[config.mk]
export PLATFORM = sky130hd
export DESIGN_NAME = uart_tx_fifo_cfg_flat
export DESIGN_NICKNAME = d
export VERILOG_FILES = /design/src/rtl/uart_pkg.sv /design/src/rtl/uart_tx_fifo_cfg_if.sv /design/src/rtl/uart_sync_fifo.sv /design/src/rtl/uart_tx_fifo_cfg.sv /design/src/flat_wrapper.sv
export SDC_FILE = /design/constraint.sdc
export NUM_CORES = 1
export LEC_CHECK = 0
export BUFFER_PORTS_ARGS = -buffer_cell sky130_fd_sc_hd__buf_2
export CORE_UTILIZATION = 58
export DETAILED_ROUTE_END_ITERATION = 12
export HOLD_SLACK_MARGIN = 0.03
export PLACE_DENSITY = 0.78
export SLEW_MARGIN = 10
export SYNTH_ARGS = -nofsm -noshare
export SYNTH_HDL_FRONTEND = slang
export SYNTH_SLANG_ARGS = --single-unit
[constraint.sdc]
create_clock -name clk -period 3.1 [get_ports clk]
set_input_delay 0.62 -clock clk [delete_from_list [all_inputs] [get_ports clk]]
set_output_delay 0.62 -clock clk [all_outputs]
set_load 0.005 [all_outputs]
[src/rtl/uart_pkg.sv]
// uart_pkg: shared FSM states, parity encodings and data-width helpers for the UART blocks
package uart_pkg;
  typedef enum logic [2:0] {IDLE, START, DATA, PARITY, STOP} state_t;
  localparam logic [1:0] PAR_NONE = 2'b00;
  localparam logic [1:0] PAR_EVEN = 2'b01;
  localparam logic [1:0] PAR_ODD  = 2'b10;
  function automatic logic [2:0] last_bit(input logic [1:0] dbits);
    return 3'd4 + {1'b0, dbits};
  endfunction
  function automatic logic [7:0] dbits_mask(input logic [1:0] dbits);
    return 8'hFF >> (2'd3 - dbits);
  endfunction
endpackage

[src/rtl/uart_tx_fifo_cfg_if.sv]
// uart_tx_fifo_cfg_if: push-side handshake and fill level between register block and transmitter
interface uart_tx_fifo_cfg_if #(parameter int FIFO_DEPTH = 4);
  localparam int LW = $clog2(FIFO_DEPTH + 1);
  logic          in_valid;
  logic [7:0]    in_data;
  logic          in_ready;
  logic [LW-1:0] fifo_level;
  modport master (output in_valid, in_data, input in_ready, fifo_level);
  modport slave  (input in_valid, in_data, output in_ready, fifo_level);
endinterface

[src/rtl/uart_sync_fifo.sv]
// uart_sync_fifo: single-clock FIFO with level count; pushes when full and pops when empty are ignored
module uart_sync_fifo #(
  parameter int DATA_W = 8,
  parameter int DEPTH  = 4
) (
  input  logic                       clk,
  input  logic                       reset,
  input  logic                       push,
  input  logic                       pop,
  input  logic [DATA_W-1:0]          wdata,
  output logic [DATA_W-1:0]          rdata,
  output logic                       full,
  output logic                       empty,
  output logic [$clog2(DEPTH+1)-1:0] level
);
  localparam int AW = $clog2(DEPTH);
  localparam int LW = $clog2(DEPTH + 1);
  logic [DATA_W-1:0] mem_q [DEPTH];
  logic [AW-1:0]     wr_q, rd_q;
  logic [LW-1:0]     lvl_q;
  logic              wr_en, rd_en;
  assign full  = lvl_q == LW'(DEPTH);
  assign empty = lvl_q == '0;
  assign level = lvl_q;
  assign rdata = mem_q[rd_q];
  assign wr_en = push && !full;
  assign rd_en = pop && !empty;
  // pointers and level; a simultaneous push and pop leaves the level unchanged
  always_ff @(posedge clk or posedge reset)
    if (reset) begin
      wr_q  <= '0;
      rd_q  <= '0;
      lvl_q <= '0;
    end else begin
      wr_q  <= wr_q + AW'(wr_en);
      rd_q  <= rd_q + AW'(rd_en);
      lvl_q <= lvl_q + LW'(wr_en) - LW'(rd_en);
    end
  // storage needs no reset: entries are only read once written
  always_ff @(posedge clk)
    if (wr_en) mem_q[wr_q] <= wdata;
endmodule

[src/rtl/uart_tx_fifo_cfg.sv]
// uart_tx_fifo_cfg: FIFO-fed UART transmitter with per-frame framing; parity only with UART_TX_PARITY_EN
module uart_tx_fifo_cfg
  import uart_pkg::*;
#(
  parameter int OVS        = 16,
  parameter int FIFO_DEPTH = 4
) (
  input  logic                clk,
  input  logic                reset,
  input  logic                b_tick,
  uart_tx_fifo_cfg_if.slave   bus,
  input  logic [1:0]          cfg_dbits,
  input  logic                cfg_stop2,
  input  logic [1:0]          cfg_par,
  output logic                busy,
  output logic                tx_done,
  output logic                tx
);
  localparam int TW = $clog2(OVS);
  state_t        state_q, state_d;
  logic [7:0]    shift_q, shift_d;
  logic [TW-1:0] tick_q, tick_d;
  logic [2:0]    bit_q, bit_d;
  logic [2:0]    last_q, last_d;
  logic          stop2_q, stop2_d;
  logic          tx_q, tx_d;
  logic          done_q, done_d;
  logic          pop, full, empty, adv, par_en, par_bit;
  logic [7:0]    head;

  uart_sync_fifo #(.DATA_W(8), .DEPTH(FIFO_DEPTH)) u_fifo (
    .clk   (clk),
    .reset (reset),
    .push  (bus.in_valid),
    .pop   (pop),
    .wdata (bus.in_data),
    .rdata (head),
    .full  (full),
    .empty (empty),
    .level (bus.fifo_level)
  );

  assign bus.in_ready = !full;
  assign busy         = state_q != IDLE;
  assign tx_done      = done_q;
  assign tx           = tx_q;
  assign adv          = b_tick && tick_q == TW'(OVS - 1);

`ifdef UART_TX_PARITY_EN
  logic pen_q, par_q;
  assign par_en  = pen_q;
  assign par_bit = par_q;
  // parity mode and bit are captured with the byte so later cfg changes cannot disturb the frame
  always_ff @(posedge clk or posedge reset)
    if (reset) begin
      pen_q <= 1'b0;
      par_q <= 1'b0;
    end else if (pop) begin
      pen_q <= cfg_par == PAR_EVEN || cfg_par == PAR_ODD;
      par_q <= ^(head & dbits_mask(cfg_dbits)) ^ (cfg_par == PAR_ODD);
    end
`else
  logic unused_par;
  assign unused_par = ^cfg_par;
  assign par_en     = 1'b0;
  assign par_bit    = 1'b0;
`endif

  // next state: bit timing on b_tick, pop into the shifter from IDLE or straight out of STOP
  always_comb begin
    state_d = state_q;
    shift_d = shift_q;
    tick_d  = tick_q;
    bit_d   = bit_q;
    last_d  = last_q;
    stop2_d = stop2_q;
    done_d  = 1'b0;
    pop     = 1'b0;
    if (b_tick && state_q != IDLE) tick_d = adv ? '0 : tick_q + 1'b1;
    case (state_q)
      IDLE: pop = !empty;
      START: if (adv) begin
        state_d = DATA;
        bit_d   = '0;
      end
      DATA: if (adv) begin
        shift_d = shift_q >> 1;
        bit_d   = bit_q + 1'b1;
        if (bit_q == last_q) begin
          state_d = par_en ? PARITY : STOP;
          bit_d   = '0;
        end
      end
`ifdef UART_TX_PARITY_EN
      PARITY: if (adv) state_d = STOP;
`endif
      STOP: if (adv) begin
        if (stop2_q && !bit_q[0]) bit_d = 3'd1;
        else begin
          done_d  = 1'b1;
          state_d = IDLE;
          pop     = !empty;
        end
      end
      default: state_d = IDLE;
    endcase
    if (pop) begin
      shift_d = head;
      last_d  = last_bit(cfg_dbits);
      stop2_d = cfg_stop2;
      tick_d  = '0;
      bit_d   = '0;
      state_d = START;
    end
    tx_d = state_d == START ? 1'b0 : state_d == DATA ? shift_d[0] : state_d == PARITY ? par_bit : 1'b1;
  end

  // state registers; reset drops the frame in flight and idles the line high
  always_ff @(posedge clk or posedge reset)
    if (reset) begin
      state_q <= IDLE;
      shift_q <= '0;
      tick_q  <= '0;
      bit_q   <= '0;
      last_q  <= '0;
      stop2_q <= 1'b0;
      tx_q    <= 1'b1;
      done_q  <= 1'b0;
    end else begin
      state_q <= state_d;
      shift_q <= shift_d;
      tick_q  <= tick_d;
      bit_q   <= bit_d;
      last_q  <= last_d;
      stop2_q <= stop2_d;
      tx_q    <= tx_d;
      done_q  <= done_d;
    end
endmodule

[src/flat_wrapper.sv]
// flat-port wrapper written by rule: the top's interface ports become plain ports
module uart_tx_fifo_cfg_flat import uart_pkg::*;
#(
  parameter int OVS        = 16,
  parameter int FIFO_DEPTH = 4
)
  (clk, reset, b_tick, cfg_dbits, cfg_stop2, cfg_par, busy, tx_done, tx, bus_in_valid, bus_in_data, bus_in_ready, bus_fifo_level);
  uart_tx_fifo_cfg_if #(.FIFO_DEPTH(FIFO_DEPTH)) bus_i ();
  input  logic clk;
  input  logic reset;
  input  logic b_tick;
  input  logic [1:0] cfg_dbits;
  input  logic cfg_stop2;
  input  logic [1:0] cfg_par;
  output logic busy;
  output logic tx_done;
  output logic tx;
  input wire logic [$bits(bus_i.in_valid)-1:0] bus_in_valid;
  input wire logic [$bits(bus_i.in_data)-1:0] bus_in_data;
  output wire logic [$bits(bus_i.in_ready)-1:0] bus_in_ready;
  output wire logic [$bits(bus_i.fifo_level)-1:0] bus_fifo_level;
  assign bus_i.in_valid = bus_in_valid;
  assign bus_i.in_data = bus_in_data;
  assign bus_in_ready = bus_i.in_ready;
  assign bus_fifo_level = bus_i.fifo_level;
  uart_tx_fifo_cfg #(.OVS(OVS), .FIFO_DEPTH(FIFO_DEPTH)) u_core (.clk(clk), .reset(reset), .b_tick(b_tick), .bus(bus_i), .cfg_dbits(cfg_dbits), .cfg_stop2(cfg_stop2), .cfg_par(cfg_par), .busy(busy), .tx_done(tx_done), .tx(tx));
endmodule
==> impl_metrics.py, run 1 <==
metrics = {
    "status": {
        "status": "complete, but fails checks",
        "failed_checks": "design-rule violations",
    },
    "clock_network": {
        "insertion_delay_ns": 0.34,
        "root_buffer": "clkbuf_8",
        "numCtsBuffers": 9,
        "h-tree-depth": 3,
        "clkSlewWorstSetupHoldPaths_ns": 0.07,
        "postCtsSetupRepairBufs": 0,
        "clock_path_buffers": 2,
        "cts_resized": 0,
        "hold_buffers": 0,
        "cts.sinks": 63,
        "cts_tree": "done",
    },
    "worst_setup_path": {
        "arrival_ns": 2.84,
        "critPathCaptureType": "flip-flop",
        "critical_path_required_ns": 3.37,
        "path_max_fanout": 12,
        "worstSetupPathType": "flip-flop to flip-flop",
        "cp-start-kind": "flip-flop",
        "r2r_start": "u_core.tick_q[0]",
        "timing.rr.end": "u_core.u_fifo.level[2]",
        "r2r_cells": 9,
        "rrSetupSlack_ns": 0.52,
        "startpoint": "u_core.tick_q[0]",
    },
    "drt": {
        "m1WireLength_um": 1940,
        "wl_met3_um": 177,
        "via_per_inst": 5.92,
        "vias": 1646,
        "first_iter_violations": 78,
        "drt_pass1_iterations": 8,
        "ant_nets": 0,
        "drc": 2,
        "wirelength_um": 4830,
        "top_layer": "met4",
        "drt-wirelength-per-cell_um": 17.4,
        "met2WireLength_um": 2580,
    },
    "die": {
        "io_pins": 24,
        "dieHeight_um": 70.6,
        "core-area_mm2": 0.00444,
        "dieArea_mm2": 0.00499,
        "rows": 24,
        "die_x_um": 70.6,
        "start_util_pct": 61.4,
    },
    "place": {
        "place_hpwl_um": 3440,
        "placed_area_mm2": 0.00289,
        "place_congestion": 0.797,
        "portBuffers": 21,
    },
    "run": {
        "maxCapViolCount": 0,
    },
    "logic_synthesis": {
        "ys_ff_latch": 63,
        "synth_nets": 214,
        "netlist_instances": 192,
        "ys_seq_area_share_pct": 63.7,
        "async_reset_ff_share_pct": 49.2,
        "synthTopCellsByArea": "edfxtp_1, dfrtp_1, mux4_2, inv_1, nand2_1",
        "synthDistinctLibCells": 46,
        "yosysWarnings": 0,
        "synth_top_area_cell": "edfxtp_1",
        "synth_edf_count": 32,
        "syn_avg_cell_area_um2": 14.2,
        "yosys_most_used_dff": "edfxtp_1",
        "syn_area_mm2": 0.00273,
        "synth_top_area_share_pct": 35.2,
    },
    "sta": {
        "relSlewSlack_pct": 59.1,
        "min_period_ns": 2.58,
        "setup_viol": 0,
        "hold_viol": 0,
        "maxSlewViolCount": 0,
        "min_period_over_period_pct": 83.2,
        "holdWs_ns": 0.335,
        "tns_ns": 0,
        "finClkSkew_ns": 0.00830,
        "rsz0062_at_grt": "false",
        "worstMarginPinSlew_ns": 0.610,
        "fmax_mhz": 388,
    },
    "grt": {
        "antenna_found_initial": 0,
        "grt_overflow_total": 0,
        "gr-usage-all-layers_pct": 22.8,
        "grt_pass1_wl_um": 8270,
        "grt_max_degree": 32,
        "grt_pass1_vias": 1820,
    },
    "cells_and_area": {
        "syn_to_final_growth_pct": 12.3,
        "nFillCells": 310,
        "fin_area_mm2": 0.00307,
        "antenna_cells": 0,
        "nets": 243,
        "drive_gt1_share_pct": 26.5,
    },
    "power": {
        "power_leakage_uw": 0.00124,
        "vdd_ir_drop_max_v": 0.000560,
        "cellPowerDensity_mw_per_mm2": 865,
    },
    "worst_hold_path": {
        "hp-class": "input pin to async pin",
    },
}
==> synthesized netlist by cell type (all sizes together) (3+ instances only) <==
cell    number
clkbuf       4
nor3         6
xnor2        4
mux4         8
ha           4
a21oi        3
dfrtp       30
inv         16
o21ai        5
edfxtp      32
o221ai       6
xor2         6
nor3b        3
mux2         4
o31ai        3
nor2         7
nand2       15
mux2i        3
buf          3
nand2b       6
==> per-stage QoR <==
step | total power [uW] | cells | util, % | setup slack (ns)
4_1_cts | 2670 | 278 | 69.0 | 0.541
2_1_floorplan | 1810 | 192 | - | 0.650
5_1_grt | 2800 | 278 | 69.0 | 0.363
6_report | 2650 | 278 | 69.0 | 0.522
3_5_place_dp | 2030 | 262 | 64.9 | 0.384
3_3_place_gp | 1950 | 262 | 64.9 | 0.435
==> per-layer routing <==
| layer | up-vias | GRT usage (%) |
|---|---|---|
| met5 | - | 0 |
| met3 | 16 | 5.27 |
| li1 | 762 | - |
| met4 | 0 | 11.8 |
| met1 | 825 | 26.3 |
| met2 | 43 | 40.1 |
==> worst max-delay path, stage by stage, from the launching register on <==
cell and delay, ns:
dfrtp_1 0.40, ha_1 0.21, and4_1 0.37, a21boi_4 0.14, or2_4 0.34, xnor2_1 0.15, ha_1 0.21, fa_1 0.38
xnor2_1 0.18, xnor2_1 0.13
==> layout by cell type, fill, tap and decap left out, types with 6 or more instances in the layout <==
cell | Yosys | layout
inv_1 | 16 | 16
mux4_2 | 8 | 8
nor2_1 | 6 | 6
buf_2 | 1 | 21
nand2_1 | 15 | 15
clkbuf_8 | 0 | 9
xor2_1 | 6 | 6
nand2b_1 | 6 | 6
dfrtp_1 | 30 | 30
edfxtp_1 | 32 | 32
o221ai_1 | 6 | 6
nor3_1 | 6 | 6
==> flip-flops by register name (all words and copies together), names as in the netlist, 2 cells and up <==
signal	count
u_core.u_fifo.mem_q	32
u_core.last_q	3
u_core.shift_q	8
u_core.state_q	3
u_core.bit_q	3
u_core.u_fifo.wr_q	2
u_core.u_fifo.rd_q	2
u_core.u_fifo.level	3
u_core.tick_q	4
==> kinds of logic (layout without fill, tap and decap cells) <==
family,after synthesis,count (layout),synth area share [%]
AND/OR/NAND/NOR,50,50,9.90
flip-flops,63,63,63.7
multiplexers,15,15,9.35
buffers and inverters,23,57,3.80
AO/OA/AOI/OAI,26,26,7.52
XOR/XNOR,10,10,3.21
adder cells (fa/ha/maj),5,5,2.57
==> cell type report <==
cell class | count | area (um^2) | area share, %
clock buffer | 9 | 124 | 4.04
clock inverter | 7 | 55.1 | 1.80
inverter | 16 | 60.1 | 1.96
multi-input combinational | 106 | 888 | 29.0
sequential | 63 | 1740 | 56.7
tap | 52 | 65.1 | 2.12
timing repair buffer | 25 | 135 | 4.41
==> worst max-delay path by stage <==
stage	slack, ns	to
after detailed placement	0.38	u_core.u_fifo.level[2]
after global placement	0.44	u_core.u_fifo.level[2]
after global routing	0.36	u_core.u_fifo.level[2]
after floorplan	0.65	u_core.u_fifo.level[2]
after CTS	0.54	u_core.u_fifo.level[2]
final	0.52	u_core.u_fifo.level[2]
==> power breakdown <==
group,internal (uW),switching (uW),leakage (uW)
Combinational,352,335,0.000483
Clock,297,346,0.0000866
Sequential,1130,192,0.000668
Total,1780,873,0.00124
No activity file was read; power rests on OpenSTA's default activity.
==> run 2, diff against run 1 <==
--- a/config.mk
+++ b/config.mk
@@ -5,11 +5,12 @@
 export SDC_FILE = /design/constraint.sdc
 export NUM_CORES = 1
 export LEC_CHECK = 0
+export ABC_AREA = 1
 export BUFFER_PORTS_ARGS = -buffer_cell sky130_fd_sc_hd__buf_2
-export CORE_UTILIZATION = 58
+export CORE_UTILIZATION = 59
 export DETAILED_ROUTE_END_ITERATION = 12
 export HOLD_SLACK_MARGIN = 0.03
-export PLACE_DENSITY = 0.78
+export PLACE_DENSITY = 0.79
 export SLEW_MARGIN = 10
 export SYNTH_ARGS = -nofsm -noshare
 export SYNTH_HDL_FRONTEND = slang
==> constraint.sdc (replaced) <==
create_clock -name clk -period 2.45 [get_ports clk]
set_input_delay 0.49 -clock clk [delete_from_list [all_inputs] [get_ports clk]]
set_output_delay 0.49 -clock clk [all_outputs]
set_load 0.005 [all_outputs]
==> impl_metrics.py, run 2 <==
metrics = {
    "status": {
        "status": "finished, final reports clean",
    },
    "logic_synthesis": {
        "synth_nets": 301,
        "synthTopCellsByArea": "edfxtp_1, dfrtp_1, nand2_1, nor2_1, inv_1",
        "synth_top_area_cell": "edfxtp_1",
        "yosysMostFrequentCell": "nand2_1",
        "async_reset_ff_share_pct": 49.2,
        "ys_seq_area_share_pct": 61.6,
        "synth_top_area_share_pct": 34.1,
        "yosys_most_used_dff": "edfxtp_1",
        "synthTopCellsByCount": "nand2_1, edfxtp_1, dfrtp_1",
        "netlist_instances": 279,
        "synth_edf_count": 32,
        "ys_ff_latch": 63,
        "syn_area_mm2": 0.00282,
        "yosysWarnings": 0,
        "synthDistinctLibCells": 31,
        "syn_avg_cell_area_um2": 10.1,
    },
    "clock_network": {
        "root_buffer": "clkbuf_8",
        "numCtsBuffers": 9,
        "cts_resized": 0,
        "cts_tree": "done",
        "clock_path_buffers": 2,
        "insertion_delay_ns": 0.34,
        "cts.sinks": 63,
        "clkSlewWorstSetupHoldPaths_ns": 0.08,
        "hold_buffers": 0,
        "h-tree-depth": 3,
        "postCtsSetupRepairBufs": 0,
    },
    "drt": {
        "via_per_inst": 5.24,
        "first_iter_violations": 111,
        "wirelength_um": 4710,
        "ant_nets": 0,
        "drt_pass1_iterations": 4,
        "vias": 1927,
        "drt-wirelength-per-cell_um": 12.8,
        "drc": 0,
    },
    "die": {
        "io_pins": 24,
        "dieArea_mm2": 0.00506,
        "dieHeight_um": 71.2,
        "core-area_mm2": 0.00447,
        "die_x_um": 71.2,
        "start_util_pct": 63.1,
        "rows": 24,
    },
    "cells_and_area": {
        "syn_to_final_growth_pct": 12.7,
        "largest-register": "u_core.u_fifo.mem_q",
        "nets": 333,
        "instances_no_fill": 368,
        "drive_gt1_share_pct": 20.3,
        "largest_register_ffs": 32,
        "nFillCells": 316,
        "top_regs": "u_core.u_fifo.mem_q x32, u_core.shift_q x8, u_core.tick_q x4",
        "fin_area_mm2": 0.00318,
        "final_cell_mix": "nand2_1, edfxtp_1, dfrtp_1, nor2_1, inv_1",
        "antenna_cells": 0,
        "final_common_cell": "nand2_1",
    },
    "worst_setup_path": {
        "arrival_ns": 2.40,
        "worstSetupPathType": "flip-flop to flip-flop",
        "cp.buffers_inverters": 1,
        "crit_path_top_delay_cell": "dfrtp_1",
        "path_max_fanout": 13,
        "cp-start-kind": "flip-flop",
        "crit_chain": "ha_1 > nand2_2 > nor2_8 > nand2_2 > nand2_4 > nand2_4 > inv_6 > nand2_2 > nand2_1 > ha_1 > fa_1 > xor2_1",
        "critical_path_required_ns": 2.66,
        "critPathCaptureType": "flip-flop",
        "path_common_cell": "nand2_2",
        "slowest_delay_ns": 0.41,
        "crit_family": "adder cells",
    },
    "place": {
        "placed_area_mm2": 0.00300,
        "place_hpwl_um": 3140,
        "portBuffers": 21,
        "place_congestion": 0.762,
        "dp.cells": 352,
        "post-place-ws_ns": 0.255,
    },
    "sta": {
        "min_period_over_period_pct": 89.4,
        "fmax_mhz": 456,
        "rsz0062_at_grt": "false",
        "relSlewSlack_pct": 64.0,
        "min_period_ns": 2.19,
        "hold_viol": 0,
        "finClkSkew_ns": 0.00912,
        "maxSlewViolCount": 0,
        "worstMarginPinSlew_ns": 0.539,
        "fin_ws_ns": 0.259,
        "tns_ns": 0,
        "setup_viol": 0,
    },
    "power": {
        "cellPowerDensity_mw_per_mm2": 1090,
        "vdd_ir_drop_max_v": 0.000607,
        "power_leakage_uw": 0.00146,
    },
    "grt": {
        "grt_overflow_total": 0,
        "antenna_found_initial": 0,
        "grt_pass1_wl_um": 7870,
        "gr-usage-all-layers_pct": 21.1,
        "grt_max_degree": 32,
        "grt_pass1_vias": 1756,
    },
    "run": {
        "maxCapViolCount": 0,
    },
    "worst_hold_path": {
        "hp-class": "input pin to async pin",
    },
}
## run 2: power by group
part	total, uW	internal [uW]	switching, uW
sequential	1650	1430	218
combinational	1020	387	628
clock	809	397	412
total	3470	2220	1260
## run 2: area by class of cell
class | count | area [um^2] | share of cell area, %
multi-input combinational | 185 | 945 | 29.7
inverter | 25 | 98.8 | 3.11
clock buffer | 10 | 138 | 4.33
clock inverter | 6 | 45.0 | 1.42
timing repair buffer | 27 | 150 | 4.72
sequential | 63 | 1740 | 54.7
tap | 52 | 65.1 | 2.05
## run 2: through the flow
stage               utilization, %  hold WS [ns]  total power (uW)
floorplan                        -         0.442              2410
global placement              67.0         0.460              2650
detailed placement            67.0         0.469              2700
CTS                           71.1         0.215              3520
global route                  71.1         0.259              3740
finish                        71.1         0.222              3470
## run 2: worst paths after layout
| kind | from | endpoint | slack [ns] | cells past startpoint |
|---|---|---|---|---|
| hold / removal | reset | u_core.shift_q[7] | 0.22 | 3 |
| hold reg to reg | u_core.shift_q[7] | u_core.shift_q[7] | 0.49 | 2 |
| min in group clk | cfg_dbits[1] | u_core.last_q[1] | 0.35 | 3 |
| max in group asynchronous | reset | u_core.tx | 1.90 | 3 |
| setup / recovery | u_core.tick_q[0] | u_core.u_fifo.level[2] | 0.26 | 12 |
| setup reg to reg | u_core.tick_q[0] | u_core.u_fifo.level[2] | 0.26 | 12 |
## run 2: kinds of logic (layout without fill, tap and decap cells)
family / count (synthesis) / count (layout) / synth area share [%]
flip-flops: 63 / 63 / 61.6
AO/OA/AOI/OAI: 27 / 27 / 5.54
adder cells (fa/ha/maj): 5 / 5 / 2.48
buffers and inverters: 31 / 68 / 4.92
AND/OR/NAND/NOR: 146 / 146 / 23.3
XOR/XNOR: 7 / 7 / 2.17
## run 2: metal layers
layer | routed length (um) | part of all wire [%] | global-route usage, % | vias to the layer above
met5 | 0 | 0 | 0 | -
met4 | 39 | 0.83 | 10.0 | 0
met3 | 131 | 2.8 | 5.98 | 5
met2 | 2370 | 50 | 34.7 | 34
met1 | 2170 | 46 | 25.9 | 911
li1 | - | - | - | 977
## run 2: worst min-delay path, delay by kind of cell
| kind | cells | cell delay [ns] |
|---|---|---|
| buf+inv | 3 | 0.49 |
==> run 3, diff against run 2 <==
--- a/config.mk
+++ b/config.mk
@@ -5,12 +5,11 @@
 export SDC_FILE = /design/constraint.sdc
 export NUM_CORES = 1
 export LEC_CHECK = 0
-export ABC_AREA = 1
 export BUFFER_PORTS_ARGS = -buffer_cell sky130_fd_sc_hd__buf_2
-export CORE_UTILIZATION = 59
+export CORE_UTILIZATION = 58
 export DETAILED_ROUTE_END_ITERATION = 12
 export HOLD_SLACK_MARGIN = 0.03
-export PLACE_DENSITY = 0.79
+export PLACE_DENSITY = 0.78
 export SLEW_MARGIN = 10
 export SYNTH_ARGS = -nofsm -noshare
 export SYNTH_HDL_FRONTEND = slang
==> impl_metrics.py, run 3 (synthesized netlist as in run 1, its figures left out) <==
metrics = {
    "die": {
        "die_x_um": 70.6,
        "core-area_mm2": 0.00444,
        "start_util_pct": 61.4,
        "rows": 24,
        "dieHeight_um": 70.6,
        "dieArea_mm2": 0.00499,
        "io_pins": 24,
    },
    "grt": {
        "gr-usage-all-layers_pct": 24.0,
        "grt_overflow_total": 0,
        "grt_max_degree": 32,
        "grt_pass1_wl_um": 8570,
        "antenna_found_initial": 0,
        "grt_pass1_vias": 1803,
    },
    "worst_setup_path": {
        "r2r_cells": 9,
        "crit_path_top_delay_cell": "dfrtp_1",
        "path_max_fanout": 4,
        "worstSetupPathType": "flip-flop to flip-flop",
        "slowest_delay_ns": 0.40,
        "rrSetupSlack_ns": 0.08,
        "critical_path_required_ns": 2.70,
        "timing.rr.end": "u_core.u_fifo.level[2]",
        "cp-start-kind": "flip-flop",
        "arrival_ns": 2.62,
        "crit_chain": "ha_1 > and4_1 > a21boi_4 > or2_4 > xnor2_1 > ha_1 > fa_1 > xnor2_1 > xnor2_1",
        "r2r_start": "u_core.tick_q[0]",
        "critPathCaptureType": "flip-flop",
        "path_common_cell": "xnor2_1",
    },
    "drt": {
        "drt-wirelength-per-cell_um": 17.7,
        "drc": 2,
        "via_per_inst": 5.98,
        "first_iter_violations": 109,
        "wirelength_um": 5020,
        "ant_nets": 0,
        "drt_pass1_iterations": 8,
        "vias": 1699,
    },
    "cells_and_area": {
        "syn_to_final_growth_pct": 13.4,
        "drive_gt1_share_pct": 28.4,
        "nets": 249,
        "top_regs": "u_core.u_fifo.mem_q x32, u_core.shift_q x8, u_core.tick_q x4",
        "antenna_cells": 0,
        "largest-register": "u_core.u_fifo.mem_q",
        "regArea_mm2": 0.00174,
        "fin_area_mm2": 0.00310,
        "final_common_cell": "edfxtp_1",
        "final_cell_mix": "edfxtp_1, dfrtp_1, buf_2, inv_1, nand2_1",
        "multi_input_area_um2": 888,
        "largest_register_ffs": 32,
        "nFillCells": 299,
        "postLayoutCoreUtil_pct": 69.7,
    },
    "place": {
        "placed_area_mm2": 0.00292,
        "place_hpwl_um": 3550,
        "portBuffers": 21,
        "place_congestion": 0.814,
    },
    "clock_network": {
        "cts_tree": "done",
        "numCtsBuffers": 9,
        "h-tree-depth": 3,
        "hold_buffers": 0,
        "insertion_delay_ns": 0.33,
        "clkSlewWorstSetupHoldPaths_ns": 0.07,
        "postCtsSetupRepairBufs": 0,
        "cts.sinks": 63,
        "cts_resized": 0,
        "clock_path_buffers": 2,
        "root_buffer": "clkbuf_8",
    },
    "sta": {
        "holdWs_ns": 0.220,
        "worstMarginPinSlew_ns": 0.554,
        "relSlewSlack_pct": 62.6,
        "min_period_ns": 2.37,
        "rsz0062_at_grt": "false",
        "maxSlewViolCount": 0,
        "fmax_mhz": 422,
        "finClkSkew_ns": 0.00576,
        "setup_viol": 0,
        "hold_viol": 0,
        "tns_ns": 0,
        "min_period_over_period_pct": 96.8,
    },
    "power": {
        "power_uw": 3310,
        "vdd_ir_drop_max_v": 0.000736,
        "cellPowerDensity_mw_per_mm2": 1070,
        "power_leakage_uw": 0.00127,
    },
    "worst_hold_path": {
        "hp-class": "input pin to async pin",
    },
    "run": {
        "maxCapViolCount": 0,
    },
    "status": {
        "failed_checks": "design-rule violations",
        "status": "complete, but fails checks",
    },
}
[run 3: cell types whose count changed in the layout (fill, tap and decap cells not counted), moves of 7 or more]
| cell | change |
|---|---|
| nand2_1 | -65 |
| nand3_1 | -15 |
| inv_1 | -7 |
| o21ai_0 | -10 |
| mux4_2 | +8 |
| nor2_1 | -22 |
[run 3: worst max-delay path by stage]
stage	from	slack, ns	to	cells after the start
floorplan	u_core.tick_q[0]	0.04	u_core.u_fifo.level[2]	11
global placement	b_tick	0.13	u_core.u_fifo.level[2]	9
detailed placement	b_tick	0.05	u_core.u_fifo.level[2]	9
CTS	u_core.tick_q[0]	0.06	u_core.u_fifo.level[2]	9
global route	u_core.tick_q[0]	0.006	u_core.u_fifo.level[2]	9
finish	u_core.tick_q[0]	0.08	u_core.u_fifo.level[2]	9
[run 3: per-stage QoR]
step / setup WS [ns] / cells
floorplan: 0.0412 / 192
global placement: 0.126 / 266
detailed placement: 0.0492 / 266
CTS: 0.0550 / 282
global route: 0.00609 / 284
finish: 0.0786 / 284
[run 3: layout make-up]
class / count / share of cell area (%)
inverters: 16 / 1.94
multi-input cells: 106 / 28.7
repair buffers: 31 / 5.82
clock inverters: 7 / 1.29
flip-flops and latches: 63 / 56.1
well taps: 52 / 2.10
clock buffers: 9 / 4.00
[run 3: critical path, delay by kind of cell, from the launching register on]
| family | cells | cell delay, ns |
|---|---|---|
| DFF | 1 | 0.40 |
| AOI/OAI and AO/OA | 1 | 0.09 |
| and+or+nand+nor | 2 | 0.55 |
| adders and majority gates | 3 | 0.79 |
| xor gates and xnor gates | 3 | 0.47 |
[run 3: metal layers]
layer | global-route usage (%) | part of all wire [%] | vias up
met5 | 0 | 0 | -
met2 | 41.1 | 52 | 56
met1 | 26.6 | 40 | 853
met3 | 8.26 | 4.4 | 21
li1 | - | - | 769
met4 | 12.9 | 3.4 | 0
[run 3: power by group]
group          leakage [uW]  switching [uW]  total (uW)  internal, uW
combinational      0.000513             427         888           461
sequential         0.000668             246        1680          1430
clock             0.0000846             387         743           356
